File: src/rtl/pc_sequencer.sv
// Purpose: owns the fetch PC and selects between sequential, J, branch and JR next-PC sources.
// Latency: an accepted redirect appears on pc_out the following cycle; sequential advance one cycle after a fetch fire.
// Backpressure: pc_out holds while IF stalls (fetch_ready=0); ctrl_ready drops outside RUN so decode must hold its decision.
//
// Ports: clk/rst_n (async active-low); pc_out/pc_valid/fetch_ready to IF;
//        ctrl_valid/ctrl_ready/ctrl_op/ctrl_pc/instr_index/br_offset/br_taken/jr_target from decode;
//        addr_err (sticky misaligned-JR halt), redirect_count (saturating count of taken redirects).
// Optional feature: define BRANCH_DELAY_SLOT_EN to fetch the architectural delay slot before the redirect target.
module pc_sequencer #(
    parameter logic [31:0] RESET_PC = 32'h0000_0000
) (
    input  logic        clk,
    input  logic        rst_n,
    output logic [31:0] pc_out,
    output logic        pc_valid,
    input  logic        fetch_ready,
    input  logic        ctrl_valid,
    output logic        ctrl_ready,
    input  logic [1:0]  ctrl_op,
    input  logic [31:0] ctrl_pc,
    input  logic [25:0] instr_index,
    input  logic [15:0] br_offset,
    input  logic        br_taken,
    input  logic [31:0] jr_target,
    output logic        addr_err,
    output logic [15:0] redirect_count
);

    localparam logic [1:0] OP_NONE = 2'b00;
    localparam logic [1:0] OP_J    = 2'b01;
    localparam logic [1:0] OP_BR   = 2'b10;
    localparam logic [1:0] OP_JR   = 2'b11;

`ifdef BRANCH_DELAY_SLOT_EN
    typedef enum logic [1:0] {S_BOOT = 2'd0, S_RUN = 2'd1, S_SLOT = 2'd2, S_ERR = 2'd3} state_t;
`else
    typedef enum logic [1:0] {S_BOOT = 2'd0, S_RUN = 2'd1, S_ERR = 2'd3} state_t;
`endif

    state_t      state_q, state_n;
    logic [31:0] pc_q, pc_n;
    logic [15:0] cnt_q, cnt_n;
    logic [31:0] base, seq, target;
    logic        fire, accept, taken, jr_bad, redirect;

`ifdef BRANCH_DELAY_SLOT_EN
    logic [31:0] target_q, target_n;
`endif

    // Handshake outputs are pure functions of state, so they are glitch-free registered-state decodes.
    assign pc_valid       = (state_q == S_RUN)
`ifdef BRANCH_DELAY_SLOT_EN
                          | (state_q == S_SLOT)
`endif
                          ;
    assign ctrl_ready     = (state_q == S_RUN);
    assign addr_err       = (state_q == S_ERR);
    assign pc_out         = pc_q;
    assign redirect_count = cnt_q;

    assign fire   = pc_valid & fetch_ready;
    assign accept = ctrl_valid & ctrl_ready;
    assign seq    = pc_q + 32'd4;
    assign base   = ctrl_pc + 32'd4;

    always_comb begin
        target = seq;
        taken  = 1'b0;
        case (ctrl_op)
            OP_NONE: begin
                target = seq;
                taken  = 1'b0;
            end
            OP_J: begin
                target = {base[31:28], instr_index, 2'b00};
                taken  = 1'b1;
            end
            OP_BR: begin
                target = base + {{14{br_offset[15]}}, br_offset, 2'b00};
                taken  = br_taken;
            end
            OP_JR: begin
                target = jr_target;
                taken  = 1'b1;
            end
            default: begin
                target = seq;
                taken  = 1'b0;
            end
        endcase
    end

    // A misaligned JR halts the sequencer instead of redirecting, and is not counted.
    assign jr_bad   = accept & (ctrl_op == OP_JR) & (jr_target[1:0] != 2'b00);
    assign redirect = accept & taken & ~jr_bad;

    always_comb begin
        state_n = state_q;
        pc_n    = pc_q;
        cnt_n   = cnt_q;
`ifdef BRANCH_DELAY_SLOT_EN
        target_n = target_q;
`endif
        case (state_q)
            S_BOOT: state_n = S_RUN;
            S_RUN: begin
                if (jr_bad) begin
                    state_n = S_ERR;
                end else if (redirect) begin
                    if (cnt_q != 16'hFFFF) cnt_n = cnt_q + 16'd1;
`ifdef BRANCH_DELAY_SLOT_EN
                    // Fetch the delay slot first; the real target waits in target_q.
                    pc_n     = base;
                    target_n = target;
                    state_n  = S_SLOT;
`else
                    pc_n     = target;
`endif
                end else if (fire) begin
                    pc_n = seq;
                end
            end
`ifdef BRANCH_DELAY_SLOT_EN
            S_SLOT: begin
                if (fire) begin
                    pc_n    = target_q;
                    state_n = S_RUN;
                end
            end
`endif
            S_ERR: state_n = S_ERR;
            default: state_n = S_ERR;
        endcase
    end

    always_ff @(posedge clk or negedge rst_n) begin
        if (!rst_n) begin
            state_q <= S_BOOT;
            pc_q    <= RESET_PC;
            cnt_q   <= 16'd0;
        end else begin
            state_q <= state_n;
            pc_q    <= pc_n;
            cnt_q   <= cnt_n;
        end
    end

`ifdef BRANCH_DELAY_SLOT_EN
    always_ff @(posedge clk or negedge rst_n) begin
        if (!rst_n) target_q <= 32'd0;
        else        target_q <= target_n;
    end
`endif

endmodule

File: config.mk
export PLATFORM = sky130hd
export DESIGN_NAME = pc_sequencer
export DESIGN_NICKNAME = d
export VERILOG_FILES = /design/src/rtl/pc_sequencer.sv
export SDC_FILE = /design/constraint.sdc
export NUM_CORES = 1
export LEC_CHECK = 0
export ABC_AREA = 1
export CAP_MARGIN = 0
export CELL_PAD_IN_SITES_DETAIL_PLACEMENT = 0
export CELL_PAD_IN_SITES_GLOBAL_PLACEMENT = 1
export CORE_MARGIN = 5
export CORE_UTILIZATION = 31
export CTS_CLUSTER_SIZE = 16
export DETAILED_ROUTE_END_ITERATION = 10
export PLACE_DENSITY = 0.86
export SETUP_SLACK_MARGIN = 0.15
export SKIP_CTS_REPAIR_TIMING = 1
export SYNTH_ARGS = -nofsm -noshare
export SYNTH_HDL_FRONTEND = slang
export SYNTH_SLANG_ARGS = --single-unit
File: constraint.sdc
create_clock -name clk -period 1.6 [get_ports clk]
set_input_delay 0.16 -clock clk [delete_from_list [all_inputs] [get_ports clk]]
set_output_delay 0.16 -clock clk [all_outputs]
set_load 0.005 [all_outputs]
==> Yosys cells after proc, flatten, opt, wreduce, memory -nomap -nowiden <==
Index checks and enable logic that the tools add are counted.
{ "op_classes": {"n_eq_ne": 7, "mux": 6, "addsub": 4, "n_reduce_logical": 7, "bitwise": 7} }
{ "ops": {"columns": ["op", "count"], "rows": [
  ["$pmux 32 s4", 1],
  ["$add 32x3->32 const B", 2],
  ["$mux 32", 2],
  ["$add 32x32->32", 1],
  ["$add 16x1->16 const B", 1],
  ["$ne 16x16->1 const B", 1],
  ["$and 1x1->1", 6],
  ["$eq 2x2->1 const B", 3],
  ["$eq 2x1->1 const B", 2],
  ["$logic_not 2->1", 2],
  ["$pmux 2 s2", 1],
  ["$reduce_and 4->1", 1],
  ["$reduce_bool 2->1", 2],
  ["$pmux 1 s3", 1],
  ["$reduce_and 3->1", 1],
  ["$mux 2", 1],
  ["$ne 2x1->1 const B", 1],
  ["$reduce_or 2->1", 1],
  ["$not 1->1", 1]
]} }
{ "totals": {"elab_cells": 34, "reg_bits": 50, "input_bits": 113} }

==> Depth between registers and ports, before layout <==
{ "depth": {"depth_word": 8, "ltp_mapped": 24, "ltp_nobuf": 24} }

==> Least setup slack after synthesis <==
OpenSTA, ideal clock, no wires.
{ "synth_path": {"path_kind": "in2reg", "startpoint": "input ctrl_pc[2]", "endpoint": "register pc_q[26] (netlist: pc_out[26])", "stages": 20, "n_path_buf": 0, "setup_slack_ps": -921, "required_ps": 1484, "t_arrival_ps": 2404, "path_cell_list": "inv_1 -> nor2_4 -> nand2_2 -> nor2_4 -> nand4_1 -> nor3_2 -> nand3_1 -> xor2_1 -> inv_1 -> ha_1 -> inv_1 -> nor3_1 -> and2_1 -> nand3_1 -> nand3_1 -> nand2_1 -> nand3_1 -> nand2_1 -> nand2_1 -> nand2_1"} }
{ "synth_between": {"elab_chain_cells": 4} }
{ "synth_lines": {"columns": ["item", "line", "rtl"], "rows": [
  ["start, declared", "20", "input logic [31:0] ctrl_pc,"],
  ["$add 32x3->32", "64", "assign base = ctrl_pc + 32'd4;"],
  ["$add 32x32->32", "79", "target = base + {{14{br_offset[15]}}, br_offset, 2'b00};"],
  ["$pmux 32 s4", "69", "case (ctrl_op)"],
  ["$mux 32", "109", "end else if (redirect) begin"],
  ["end signal, assigned", "143", "pc_q <= pc_n;"],
  ["end, declared", "41", "logic [31:0] pc_q, pc_n;"]
]} }
No other way between the ends.
A chain may end at the register's enable or synchronous reset.

==> Worst setup path in the final report <==
{ "layout_path": {"startpoint": "input ctrl_pc[3]", "endpoint": "register pc_q[27] (netlist: pc_out[27])"} }
Same word-level chain as after synthesis.

==> impl_metrics.ini <==
[timing]
hold_viol = 0
rsz0062_at_grt = true
setup_slack_ps = -921
fmax_ghz = 0.397
clock_skew_ps = 8.39
slew_violations = 0
fin_crit_ps = 2520
setup_viol = 44
finalCritPeriodShare_pct = 158

[pwr]
p_comb_share_pct = 63.2
p_sw_mw = 3.67
powerDensity_mw_per_mm2 = 709
intPower_mw = 5.58
power_frac_clock_pct = 12.6
pwr-share-seq_pct = 24.1
p_leak_nw = 6.76
ir_drop_mv = 0.499
sw_frac_of_total_pct = 39.6

[logic_synthesis]
postSynth.asyncResetShare_pct = 100
synth-seq-cells = 50
syn_inst = 1174
postSynthAreaPerCell_um2 = 5.74
ys_seq_area_share_pct = 18.6
synth.top_cells.by_area = nand2_1 23%, dfrtp_1 19%, inv_1 9.0%, ha_1 6.9%, nand3_1 6.6%
synth_top_area_share_pct = 22.9
yosysTopAreaCell = nand2_1
synth-edff-count = 0
netlist_area_mm2 = 0.00674
ys.flop_type = dfrtp_1
ys_types = 45
synth_nets = 1325
yosys_warnings = 0

[placed_design]
placed_cells = 1847
dp_slack_ps = -1760
dp_hpwl_um = 22400
io_buffers = 163
place_area_mm2 = 0.0108
gp_congestion = 0.897

[worst_setup_path]
end_kind = flop
reg2reg_from = state_q[0]
critPathKind = in2reg
required_ps = 1790
arrival_ps = 2720
crit_start = ctrl_pc[3]
cp-start-kind = input port
critPathMaxFanout = 3

[clock_tree]
clk_latency_ps = 300
cts_made_buffers = 5
clk_path_buf_depth = 2
cts_tree = built
cts_max_level = 2
cts.clk_slew.worst_paths_ps = 70
cts-root-buf = clkbuf_16
clock-sinks = 50

[grt]
grt_pass1_vias = 8362
grt_start_max_net_pins = 51
grt_pass1_wl_um = 40600
antenna_found_initial = 0
grt_use_total_pct = 20.1
grt_overflow_total = 0

[floorplanning]
core_mm2 = 0.0216
die_w_um = 157
row_count = 54
ioPinCount = 164
die_h_um = 157
die_area_mm2 = 0.0248
start_util_pct = 31.2

[detailed_routing]
wl_per_cell_um = 15.1
wirelength_um = 28900
drtIter0Drc = 437
vias = 9222
drtAntennaViolNets = 0
viasPerCell = 4.81
drt-pass1-iter-count = 8
drc = 0

[status]
status = finished, violations left
violations = negative setup slack

[hold_path]
hp-class = in2async

[finish]
final_area_mm2 = 0.0130
antenna_cells = 0
stdcell_count = 1918
synthToLayoutAreaGrowth_pct = 93.5
drive_above_1_share_pct = 40.0
num-fill-cells = 1951
nets = 1788

[flow_run]
maxCapViolCount = 0
[critical path, stage by stage]
cell and delay [ps]:
buf_6 70, buf_6 110, ha_4 140, nand2_4 60, nor3_4 180, nand2_2 100
nor3_4 240, xor2_1 190, ha_1 310, nand2_2 130, nor2_2 40, buf_4 150
a21oi_2 130, buf_4 130, nor2_1 50, nor2_1 150, nand3_1 120, nand3_2 110
nand2_1 60, nand2_1 60, nand2_1 40
[cell families after synthesis]
family	Yosys count	synth area share, %
buffers and inverters	193	11.1
xor gates and xnor gates	38	4.94
other	1	0.0556
DFF	50	18.6
adders and majority gates	38	7.16
AOI/OAI and AO/OA	151	12.7
and+or+nand+nor	703	45.5
[through the flow]
| step | hold slack (ps) | setup TNS, ps | total power [mW] | util (%) |
|---|---|---|---|---|
| after floorplan | -136 | -13880 | 4.05 | - |
| after global placement | 176 | -46420 | 6.95 | 50.1 |
| after detailed placement | 180 | -47700 | 7.03 | 50.1 |
| after CTS | -144 | -34310 | 8.21 | 50.9 |
| after global routing | 435 | -26450 | 9.83 | 60.3 |
| final | 393 | -20730 | 9.25 | 60.3 |
[routing by layer]
| metal | routed length (um) | track usage [%] | vias up |
|---|---|---|---|
| li1 | - | - | 4702 |
| met3 | 1200 | 1.81 | 45 |
| met1 | 12400 | 26.8 | 4244 |
| met5 | 0 | 0 | - |
| met2 | 14700 | 35.2 | 231 |
| met4 | 677 | 5.04 | 0 |
[synth_stat cells (all sizes together) (6+ instances only)]
master	count
nor3	26
xnor2	11
nor2	120
o21ai	38
clkbuf	7
a221oi	12
a31oi	8
ha	37
dfrtp	50
o21bai	6
buf	13
inv	171
a21oi	77
nand4	28
nand3	92
or2	7
xor2	27
nand2	418
[power by group through the flow]
stage | Combinational (mW) | Sequential [mW] | Clock [mW]
after floorplan | 1.77 | 2.28 | 0
after global placement | 4.73 | 2.22 | 0
after detailed placement | 4.79 | 2.23 | 0
after CTS | 4.82 | 2.21 | 1.19
after global routing | 6.32 | 2.28 | 1.23
final | 5.85 | 2.23 | 1.17
[final timing paths]
path / to / slack, ps / depth (start not counted)
max in group asynchronous: redirect_count[13] / 930 / 3
worst max register to register: pc_out[22] / -380 / 10
worst max-delay path: pc_out[27] / -920 / 21
worst min-delay path: pc_out[23] / 390 / 3
min in group clk: pc_out[0] / 430 / 3
worst min register to register: redirect_count[14] / 520 / 1
[area by class of cell]
class                      instances  area [um^2]  area share (%)
multi-input combinational        931         6230            47.7
timing repair buffer             476         4390            33.7
tap                              280          350            2.69
sequential                        50         1260            9.66
clock inverter                     2         16.3           0.125
clock buffer                       6          139            1.06
inverter                         173          662            5.07
[flip-flops by register name, summed over array words and instances (netlist names)]
name	cells
redirect_count	16
pc_out	32
state_q	2
[placed cells by master, fill, tap and decap left out, types with 11 or more instances in the layout]
master / count
dlymetal6s2s_1: 51
ha_1: 11
nand3_1: 59
nor2_4: 30
nand2_4: 15
clkdlybuf4s50_1: 104
nor2_2: 22
nand3_2: 27
ha_4: 24
o21ai_1: 17
o21ai_0: 13
nand4_1: 28
nand2_1: 319
nand2_2: 81
a21oi_2: 22
inv_2: 32
buf_4: 261
xor2_1: 24
dfrtp_1: 43
buf_6: 40
inv_1: 135
a21oi_1: 50
buf_12: 11
nor2_1: 68
No activity file was read; power rests on OpenSTA's default activity.
